$ cat src/rtl/fetch_unit.sv
// -----------------------------------------------------------------------------
// fetch_unit
//   Single-entry instruction fetch stage. Holds the fetch pointer (fpc),
//   issues requests to an instruction memory that answers in the same cycle,
//   and registers the fetched word together with its address and address+4.
//   Jump/branch redirects reload the fetch pointer, squash the held
//   instruction and flag misaligned targets.
//
// Parameters
//   M         - PC / address width
//   RESET_PC  - first fetch address after reset
//
// Ports
//   clk, reset        - clock, synchronous active-high reset
//   imem_req          - fetch request (out)
//   imem_addr [M]     - fetch address, equals fpc (out)
//   imem_ack          - memory accepts and returns data this cycle (in)
//   imem_rdata [32]   - instruction word, valid with imem_ack (in)
//   branch, branch_target[M] - taken-branch redirect (in)
//   jump, jump_target[M]     - jump redirect, wins over branch (in)
//   stall             - downstream cannot take the current instruction (in)
//   instr [32]        - registered instruction (out)
//   instr_valid       - instr/pc/pc_plus4 hold a valid instruction (out)
//   pc, pc_plus4 [M]  - address of instr and its successor (out)
//   misalign          - one-cycle pulse after a redirect to a target with
//                       bits [1:0] != 0 (out)
//   fetch_state [2]   - debug view of the output stage state (out):
//                       0 EMPTY, 1 VALID, 2 FULL
//
// Handshake: a fetch transfers on a cycle where imem_req and imem_ack are
// both high (accept). The memory may hold imem_ack low to back-pressure; the
// address is then re-presented unchanged. On the output side instr_valid
// behaves as valid and !stall as ready: an instruction is consumed on a cycle
// with instr_valid=1 and stall=0, and is held unchanged while stall=1.
// -----------------------------------------------------------------------------
module fetch_unit #(
  parameter int unsigned    M        = 32,
  parameter logic [M-1:0]   RESET_PC = '0
) (
  input  logic          clk,
  input  logic          reset,
  output logic          imem_req,
  output logic [M-1:0]  imem_addr,
  input  logic          imem_ack,
  input  logic [31:0]   imem_rdata,
  input  logic          branch,
  input  logic [M-1:0]  branch_target,
  input  logic          jump,
  input  logic [M-1:0]  jump_target,
  input  logic          stall,
  output logic [31:0]   instr,
  output logic          instr_valid,
  output logic [M-1:0]  pc,
  output logic [M-1:0]  pc_plus4,
  output logic          misalign,
  output logic [1:0]    fetch_state
);

  // Output stage state. It is not stored separately: it is a view of
  // instr_valid qualified by stall, so it can never disagree with the
  // registered outputs.
  typedef enum logic [1:0] {
    EMPTY = 2'd0,
    VALID = 2'd1,
    FULL  = 2'd2
  } state_t;

  state_t state;

  // Registered state
  logic [M-1:0] fpc_q;
  logic [31:0]  instr_q;
  logic         valid_q;
  logic [M-1:0] pc_q;
  logic [M-1:0] pc4_q;
  logic         misalign_q;

  // Next-state values
  logic [M-1:0] fpc_d;
  logic [31:0]  instr_d;
  logic         valid_d;
  logic [M-1:0] pc_d;
  logic [M-1:0] pc4_d;
  logic         misalign_d;

  // Request / redirect decode
  logic         redirect;
  logic [M-1:0] target;
  logic         accept;
  logic [M-1:0] fpc_inc;

  assign redirect = jump | branch;
  assign target   = jump ? jump_target : branch_target;
  // A redirect cycle never fetches: the old pointer is about to be discarded.
  assign imem_req = !redirect && (!valid_q || !stall);
  assign accept   = imem_req && imem_ack;
  // Wraps modulo 2^M by construction of the M-bit add.
  assign fpc_inc  = fpc_q + M'(4);

  always_comb begin
    if (!valid_q)   state = EMPTY;
    else if (stall) state = FULL;
    else            state = VALID;
  end

  // Next-state / output decode
  always_comb begin
    fpc_d      = fpc_q;
    instr_d    = instr_q;
    valid_d    = valid_q;
    pc_d       = pc_q;
    pc4_d      = pc4_q;
    misalign_d = 1'b0;

    if (redirect) begin
      // Squash whatever is held, even under stall; the low address bits are
      // forced to word alignment and the mismatch is only reported.
      fpc_d      = {target[M-1:2], 2'b00};
      valid_d    = 1'b0;
      misalign_d = |target[1:0];
    end else if (accept) begin
      instr_d = imem_rdata;
      pc_d    = fpc_q;
      pc4_d   = fpc_inc;
      valid_d = 1'b1;
      fpc_d   = fpc_inc;
    end else begin
      case (state)
        // Held instruction consumed and nothing new arrived.
        VALID:   valid_d = 1'b0;
        // FULL holds everything; EMPTY waits (fpc kept for retry).
        default: valid_d = valid_q;
      endcase
    end
  end

  always_ff @(posedge clk) begin
    if (reset) begin
      fpc_q      <= RESET_PC;
      instr_q    <= '0;
      valid_q    <= 1'b0;
      pc_q       <= '0;
      pc4_q      <= '0;
      misalign_q <= 1'b0;
    end else begin
      fpc_q      <= fpc_d;
      instr_q    <= instr_d;
      valid_q    <= valid_d;
      pc_q       <= pc_d;
      pc4_q      <= pc4_d;
      misalign_q <= misalign_d;
    end
  end

  assign imem_addr   = fpc_q;
  assign instr       = instr_q;
  assign instr_valid = valid_q;
  assign pc          = pc_q;
  assign pc_plus4    = pc4_q;
  assign misalign    = misalign_q;
  assign fetch_state = state;

endmodule

$ cat config.mk
export PLATFORM = sky130hd
export DESIGN_NAME = fetch_unit
export DESIGN_NICKNAME = d
export VERILOG_FILES = /design/src/rtl/fetch_unit.sv
export SDC_FILE = /design/constraint.sdc
export NUM_CORES = 1
export LEC_CHECK = 0
export ABC_AREA = 1
export CAP_MARGIN = 20
export CELL_PAD_IN_SITES_DETAIL_PLACEMENT = 0
export CELL_PAD_IN_SITES_GLOBAL_PLACEMENT = 1
export CORE_ASPECT_RATIO = 0.9
export CORE_MARGIN = 10
export CORE_UTILIZATION = 29
export DETAILED_ROUTE_END_ITERATION = 16
export GPL_TIMING_DRIVEN = 0
export HOLD_SLACK_MARGIN = 0.1
export PLACE_DENSITY = 0.84
export SLEW_MARGIN = 15
export SYNTH_ARGS = -nofsm -noshare
export SYNTH_HDL_FRONTEND = slang
export SYNTH_SLANG_ARGS = --single-unit
export TNS_END_PERCENT = 50
$ cat constraint.sdc
create_clock -name clk -period 2.1 [get_ports clk]
set_clock_uncertainty 0.1 [all_clocks]
set_input_delay 0.42 -clock clk [delete_from_list [all_inputs] [get_ports clk]]
set_output_delay 0.42 -clock clk [all_outputs]
set_load 0.01 [all_outputs]
==> flow_metrics.env, run 1 <==
export IMPL_grt_start_max_net_pins=17
export IMPL_critPathSlowestCell="clkdlybuf4s50_1"
export IMPL_syn_cell_area_um2=5620
export IMPL_synth_commonest_cells="nand2_1, dfxtp_1, a21oi_1, nor2_1, inv_1"
export IMPL_worstSkewPairLatency_ns=0.42
export IMPL_place_ws_ns=-0.364
export IMPL_dr_pass1_iters=5
export IMPL_cts_sink_count=124
export IMPL_powerDensity_nw_per_um2=717
export IMPL_worstSetupStartpointType="flip-flop"
export IMPL_wl_per_cell_um=17.6
export IMPL_vias=6039
export IMPL_track_usage=0.175
export IMPL_ant_nets=0
export IMPL_synth_area_leader_cell="dfxtp_1"
export IMPL_die_h_um=152
export IMPL_clock_path_buffers=2
export IMPL_die_w_um=167
export IMPL_synthesis_instances=791
export IMPL_dp_hpwl_mm=17.7
export IMPL_via_per_inst=4.63
export IMPL_hold_class="in2reg"
export IMPL_portBuffers=226
export IMPL_netlist_top_cells_area="dfxtp_1, nand2_1, a21oi_1, nor2_1, o22a_1"
export IMPL_coreArea_um2=19100
export IMPL_status="finished clean"
export IMPL_synth_edff_count=0
export IMPL_ys_warn_count=0
export IMPL_ir_worst_vdd_v=0.000546
export IMPL_crit_family="buffers and inverters"
export IMPL_period_minus_slack_ns=2.03
export IMPL_ys_seq_elements=124
export IMPL_setup_slack_ns=0.0677
export IMPL_rsz0062_at_grt="true"
export IMPL_p_leak_nw=3.20
export IMPL_area_growth_pct=56.6
export IMPL_ios=235
export IMPL_syn_area_per_cell_um2=7.10
export IMPL_finalSetupViolations=0
export IMPL_cts_tree="done"
export IMPL_drt_iter0_markers=331
export IMPL_path_class="reg2out"
export IMPL_utilization=0.460
export IMPL_synth_top_cell_area_share=0.442
export IMPL_critPathBufInv=1
export IMPL_tightest_slew_ns=0.625
export IMPL_drc=0
export IMPL_dp_cells=1272
export IMPL_hold_viol=0
export IMPL_antenna_found_initial=0
export IMPL_dr_wl_met3_mm=1.76
export IMPL_relSlewSlack=0.583
export IMPL_floorplan_initialDensity=0.294
export IMPL_grt_pass1_vias=5913
export IMPL_detail_route_wirelength_mm=23.0
export IMPL_die_area_um2=25300
export IMPL_finalCritPeriodShare=0.968
export IMPL_crit_arrival_ns=1.51
export IMPL_crit_chain="clkdlybuf4s50_1"
export IMPL_post_layout_nonfiller_instances=1305
export IMPL_synth_most_common_cell="nand2_1"
export IMPL_num_rows=48
export IMPL_rrSetupSlack_ns=0.14
export IMPL_power_mw=6.30
export IMPL_fmax_ghz=0.492
export IMPL_grt_ovfl_total=0
export IMPL_cp_max_fo=6
export IMPL_endpoint_kind="primary output"
export IMPL_cap_violations=0
export IMPL_insertedDiodeCount=0
export IMPL_ys_flop_type="dfxtp_1"
export IMPL_yosysUniqueCellTypes=37
export IMPL_required_ns=1.58
export IMPL_fin_nets=1145
export IMPL_ys_async_sr_fraction=0
export IMPL_fillCellCount=2020
export IMPL_met2WireLength_mm=10.7
export IMPL_ys_seq_area_frac=0.442
export IMPL_routabilityCongestion=0.864
export IMPL_routed_top_layer="met4"
export IMPL_critPathMaxStageDelay_ns=0.61
export IMPL_cts_buffers=17
export IMPL_wl_met1_mm=10.3
export IMPL_root_buffer="clkbuf_16"
export IMPL_clk_pin_slew_worst_paths_ns=0.06
export IMPL_grt_pass1_wl_mm=35.2
export IMPL_slew_violations=0
export IMPL_cts_htree_levels=4
export IMPL_drive_gt1_frac=0.0957
export IMPL_postCtsHoldBufs=0
timing repair:
action / in CTS / in global routing
resized for setup: 5 / 6
buffers inserted: 1 / 0
endpoints found under the setup margin: 2 / 10
pin swaps: 1 / 0
cells in the final DEF (no fill, tap or decap), types with 3 or more instances in the layout:
cell             synthesis  final
buf_4                    8      9
inv_2                    3      3
nor2_4                   5      5
buf_2                   21     21
clkbuf_1                15     15
dfxtp_2                  0      3
nand3_2                  6      6
xnor2_1                  3      3
o22ai_1                  7      7
inv_1                   36     36
xor2_1                   3      3
dfxtp_1                124    121
nand3_1                 24     24
o22a_1                  18     18
nand2_2                  4      5
a21oi_2                  4      4
clkinvlp_4               0      6
clkbuf_16                0     17
nand2_1                305    304
nor2_2                   3      6
nor2_1                  51     48
buf_6                    5      5
a31oi_1                  3      3
dlygate4sd2_1            0      4
a21oi_1                114    114
inv_6                    0      4
clkinv_4                 0      3
a21o_1                   3      3
o21bai_1                 6      6
clkdlybuf4s50_1          0    222
conb_1                   1      6
a22oi_1                  3      3
area by class of cell:
type | count | area, um2 | area share
multi-input cells | 583 | 2740 | 0.311
well taps | 250 | 313 | 0.0356
plain buffers | 50 | 282 | 0.0320
clock inverters | 15 | 141 | 0.0161
clock buffers | 17 | 425 | 0.0484
inverters | 39 | 146 | 0.0166
flip-flops and latches | 124 | 2490 | 0.283
repair buffers | 227 | 2260 | 0.258
logic make-up after synthesis:
| group | share of synthesized area |
|---|---|
| AND/OR/NAND/NOR | 0.298 |
| AO/OA/AOI/OAI | 0.172 |
| flip-flops | 0.442 |
| buffers and inverters | 0.0762 |
| XOR/XNOR | 0.00936 |
| adder cells (fa/ha/maj) | 0.00223 |
| other | 0.000668 |
sequential cells by signal, indices dropped and copies added, names as in the netlist:
signal	cells
pc	30
misalign	1
pc_plus4	30
instr_valid	1
instr	32
imem_addr	30
path summary, 6_finish.rpt:
path / from / to / cells after the start
max: imem_addr[12] / imem_addr[12] / 1
max reg2reg: imem_addr[2] / imem_addr[20] / 10
min: jump / imem_addr[3] / 3
min reg2reg: pc[19] / pc[19] / 2
layer usage:
layer | track usage | vias to the layer above
met3 | 0.0609 | 15
met4 | 0.0397 | 0
met2 | 0.284 | 195
met1 | 0.218 | 2772
li1 | - | 3057
met5 | 0 | -
power by group:
group / total (mW) / internal (mW) / switching [mW]
Combinational: 0.898 / 0.478 / 0.421
Sequential: 2.57 / 2.45 / 0.118
Clock: 2.83 / 1.64 / 1.19
per-stage QoR:
stage	hold slack (ns)	TNS, ns	area [um2]
after floorplan	0.382	0	5640
after global placement	0.347	-21.83	8210
after detailed placement	0.351	-25.83	8210
after CTS	0.291	0	8780
after global routing	0.311	-0.000855	8790
final	0.304	0	8790
No activity file was read; power rests on OpenSTA's default activity.
==> run 2, diff against run 1 <==
GPL_ROUTABILITY_DRIVEN = 0   (was unset)
==> results of run 2 <==
Same layout as run 1: the final DEF is identical, and so are final timing and power.
==> run 3, diff against run 2 <==
--- a/config.mk
+++ b/config.mk
@@ -8,3 +8,2 @@
 export ABC_AREA = 1
-export CAP_MARGIN = 20
 export CELL_PAD_IN_SITES_DETAIL_PLACEMENT = 0
--- a/constraint.sdc
+++ b/constraint.sdc
@@ -4,2 +4,2 @@
 set_output_delay 0.42 -clock clk [all_outputs]
-set_load 0.01 [all_outputs]
+set_load 0.05 [all_outputs]
==> run 3 against run 2 <==
Sequential power hardly changed; total power is 4.0% higher; clock-buffer cell count stayed put; fmax is 0.46% higher; largest cell class unchanged.
==> flow_metrics.env, run 3 (same netlist as run 1, synthesis figures left out) <==
export IMPL_rsz0062_at_grt="false"
export IMPL_cts_sink_count=124
export IMPL_die_w_um=167
export IMPL_relSlewSlack=0.591
export IMPL_mostFrequentLayoutCell="nand2_1"
export IMPL_grt_ovfl_total=0
export IMPL_root_buffer="clkbuf_16"
export IMPL_cp_max_fo=2
export IMPL_crit_arrival_ns=1.50
export IMPL_coreArea_um2=19100
export IMPL_rrSetupSlack_ns=0.17
export IMPL_endpoint_kind="primary output"
export IMPL_dp_hpwl_mm=17.7
export IMPL_tns_ns=0
export IMPL_grt_pass1_wl_mm=35.2
export IMPL_critPathLaunch="stall"
export IMPL_critPathSlowestCell="clkdlybuf4s15_1"
export IMPL_insertedDiodeCount=0
export IMPL_timing_rr_start="imem_addr[2]"
export IMPL_die_area_um2=25300
export IMPL_cap_violations=0
export IMPL_fmax_ghz=0.494
export IMPL_p_leak_nw=3.96
export IMPL_fin_nets=1146
export IMPL_detail_route_wirelength_mm=23.0
export IMPL_clk_pin_slew_worst_paths_ns=0.06
export IMPL_ios=235
export IMPL_period_minus_slack_ns=2.02
export IMPL_worstSkewPairLatency_ns=0.42
export IMPL_die_h_um=152
export IMPL_final_area_um2=8730
export IMPL_utilization=0.457
export IMPL_cts_buffers=17
export IMPL_worstSetupStartpointType="primary input"
export IMPL_powerDensity_nw_per_um2=751
export IMPL_most_common_layout_cells="nand2_1, dfxtp_1, a21oi_1, dlygate4sd2_1, clkdlybuf4s50_1"
export IMPL_r2r_worst_path_cells=10
export IMPL_via_per_inst=4.61
export IMPL_cts_htree_levels=4
export IMPL_area_growth_pct=55.4
export IMPL_largest_reg_flops=32
export IMPL_tightest_slew_ns=0.614
export IMPL_track_usage=0.175
export IMPL_vias=6020
export IMPL_hold_viol=0
export IMPL_drive_gt1_frac=0.0966
export IMPL_dr_pass1_iters=4
export IMPL_portBuffers=226
export IMPL_grt_pass1_vias=5900
export IMPL_crit_chain="clkdlybuf4s50_1 > nor2_1 > clkdlybuf4s15_1"
export IMPL_critPathMaxStageDelay_ns=0.52
export IMPL_path_class="in2out"
export IMPL_clock_path_buffers=2
export IMPL_required_ns=1.58
export IMPL_timing_rr_end="imem_addr[20]"
export IMPL_wl_per_cell_um=17.6
export IMPL_grt_start_max_net_pins=17
export IMPL_finalSetupViolations=0
export IMPL_num_rows=48
export IMPL_floorplan_initialDensity=0.294
export IMPL_critical_path_endpoint="fetch_state[0]"
export IMPL_ir_worst_vdd_v=0.000548
export IMPL_drt_iter0_markers=333
export IMPL_cts_tree="done"
export IMPL_antenna_found_initial=0
export IMPL_status="finished clean"
export IMPL_finalCritPeriodShare=0.963
export IMPL_ant_nets=0
export IMPL_slew_violations=0
export IMPL_hold_class="in2reg"
export IMPL_drc=0
export IMPL_hold_slack_ns=0.308
export IMPL_post_dp_cell_area_um2=8210
## run 3: worst min-delay path by stage
| stage | from | endpoint | slack, ns | cells past startpoint |
|---|---|---|---|---|
| floorplan | imem_rdata[21] | instr[21] | 0.47 | 2 |
| global placement | instr[26] | instr[26] | 0.35 | 2 |
| detailed placement | instr[4] | instr[4] | 0.35 | 2 |
| CTS | jump | imem_addr[3] | 0.29 | 3 |
| global route | jump | imem_addr[4] | 0.32 | 3 |
| finish | jump | imem_addr[3] | 0.31 | 3 |
## run 3: layout make-up
type / instances / area [um2]
clock inverters: 15 / 141
fillers: 2050 / 10400
clock buffers: 17 / 425
inverters: 39 / 146
well taps: 250 / 313
multi-input cells: 583 / 2740
repair buffers: 228 / 2200
plain buffers: 50 / 282
flip-flops and latches: 124 / 2480
## run 3: power by group
part           switching (mW)  internal [mW]  total (mW)
clock network            1.19           1.64        2.83
registers               0.114           2.45        2.56
logic                   0.735          0.421        1.16
total                    2.04           4.51        6.55
## run 3: what timing repair did
item | in CTS | in global routing
endpoints found under the setup margin | 109 | 28
pin swaps | 0 | 1
gates resized for setup | 116 | 24
gates cloned | 0 | 0
hold buffers | 0 | 0
setup buffers | 0 | 2
## run 3: routing by layer
layer  vias to the layer above  global-route usage  part of all wire
li1                       3059                   -                 -
met1                      2759               0.217              0.45
met2                       189               0.284              0.47
met3                        13              0.0606             0.069
met4                         0              0.0380            0.0077
met5                         -                   0                 0
## run 3: per-stage QoR
stage	power (mW)	cells	setup WS [ns]
after floorplan	3.29	796	0.0914
after global placement	3.83	1272	-0.580
final	6.55	1306	0.0770
after global routing	6.82	1306	0.000438
after detailed placement	3.84	1272	-0.605
after CTS	6.62	1304	0.000242
## run 3: critical path, delay by kind of cell
| kind | cells | cell delay, ns |
|---|---|---|
| buf+inv | 2 | 0.94 |
| simple gates | 1 | 0.14 |
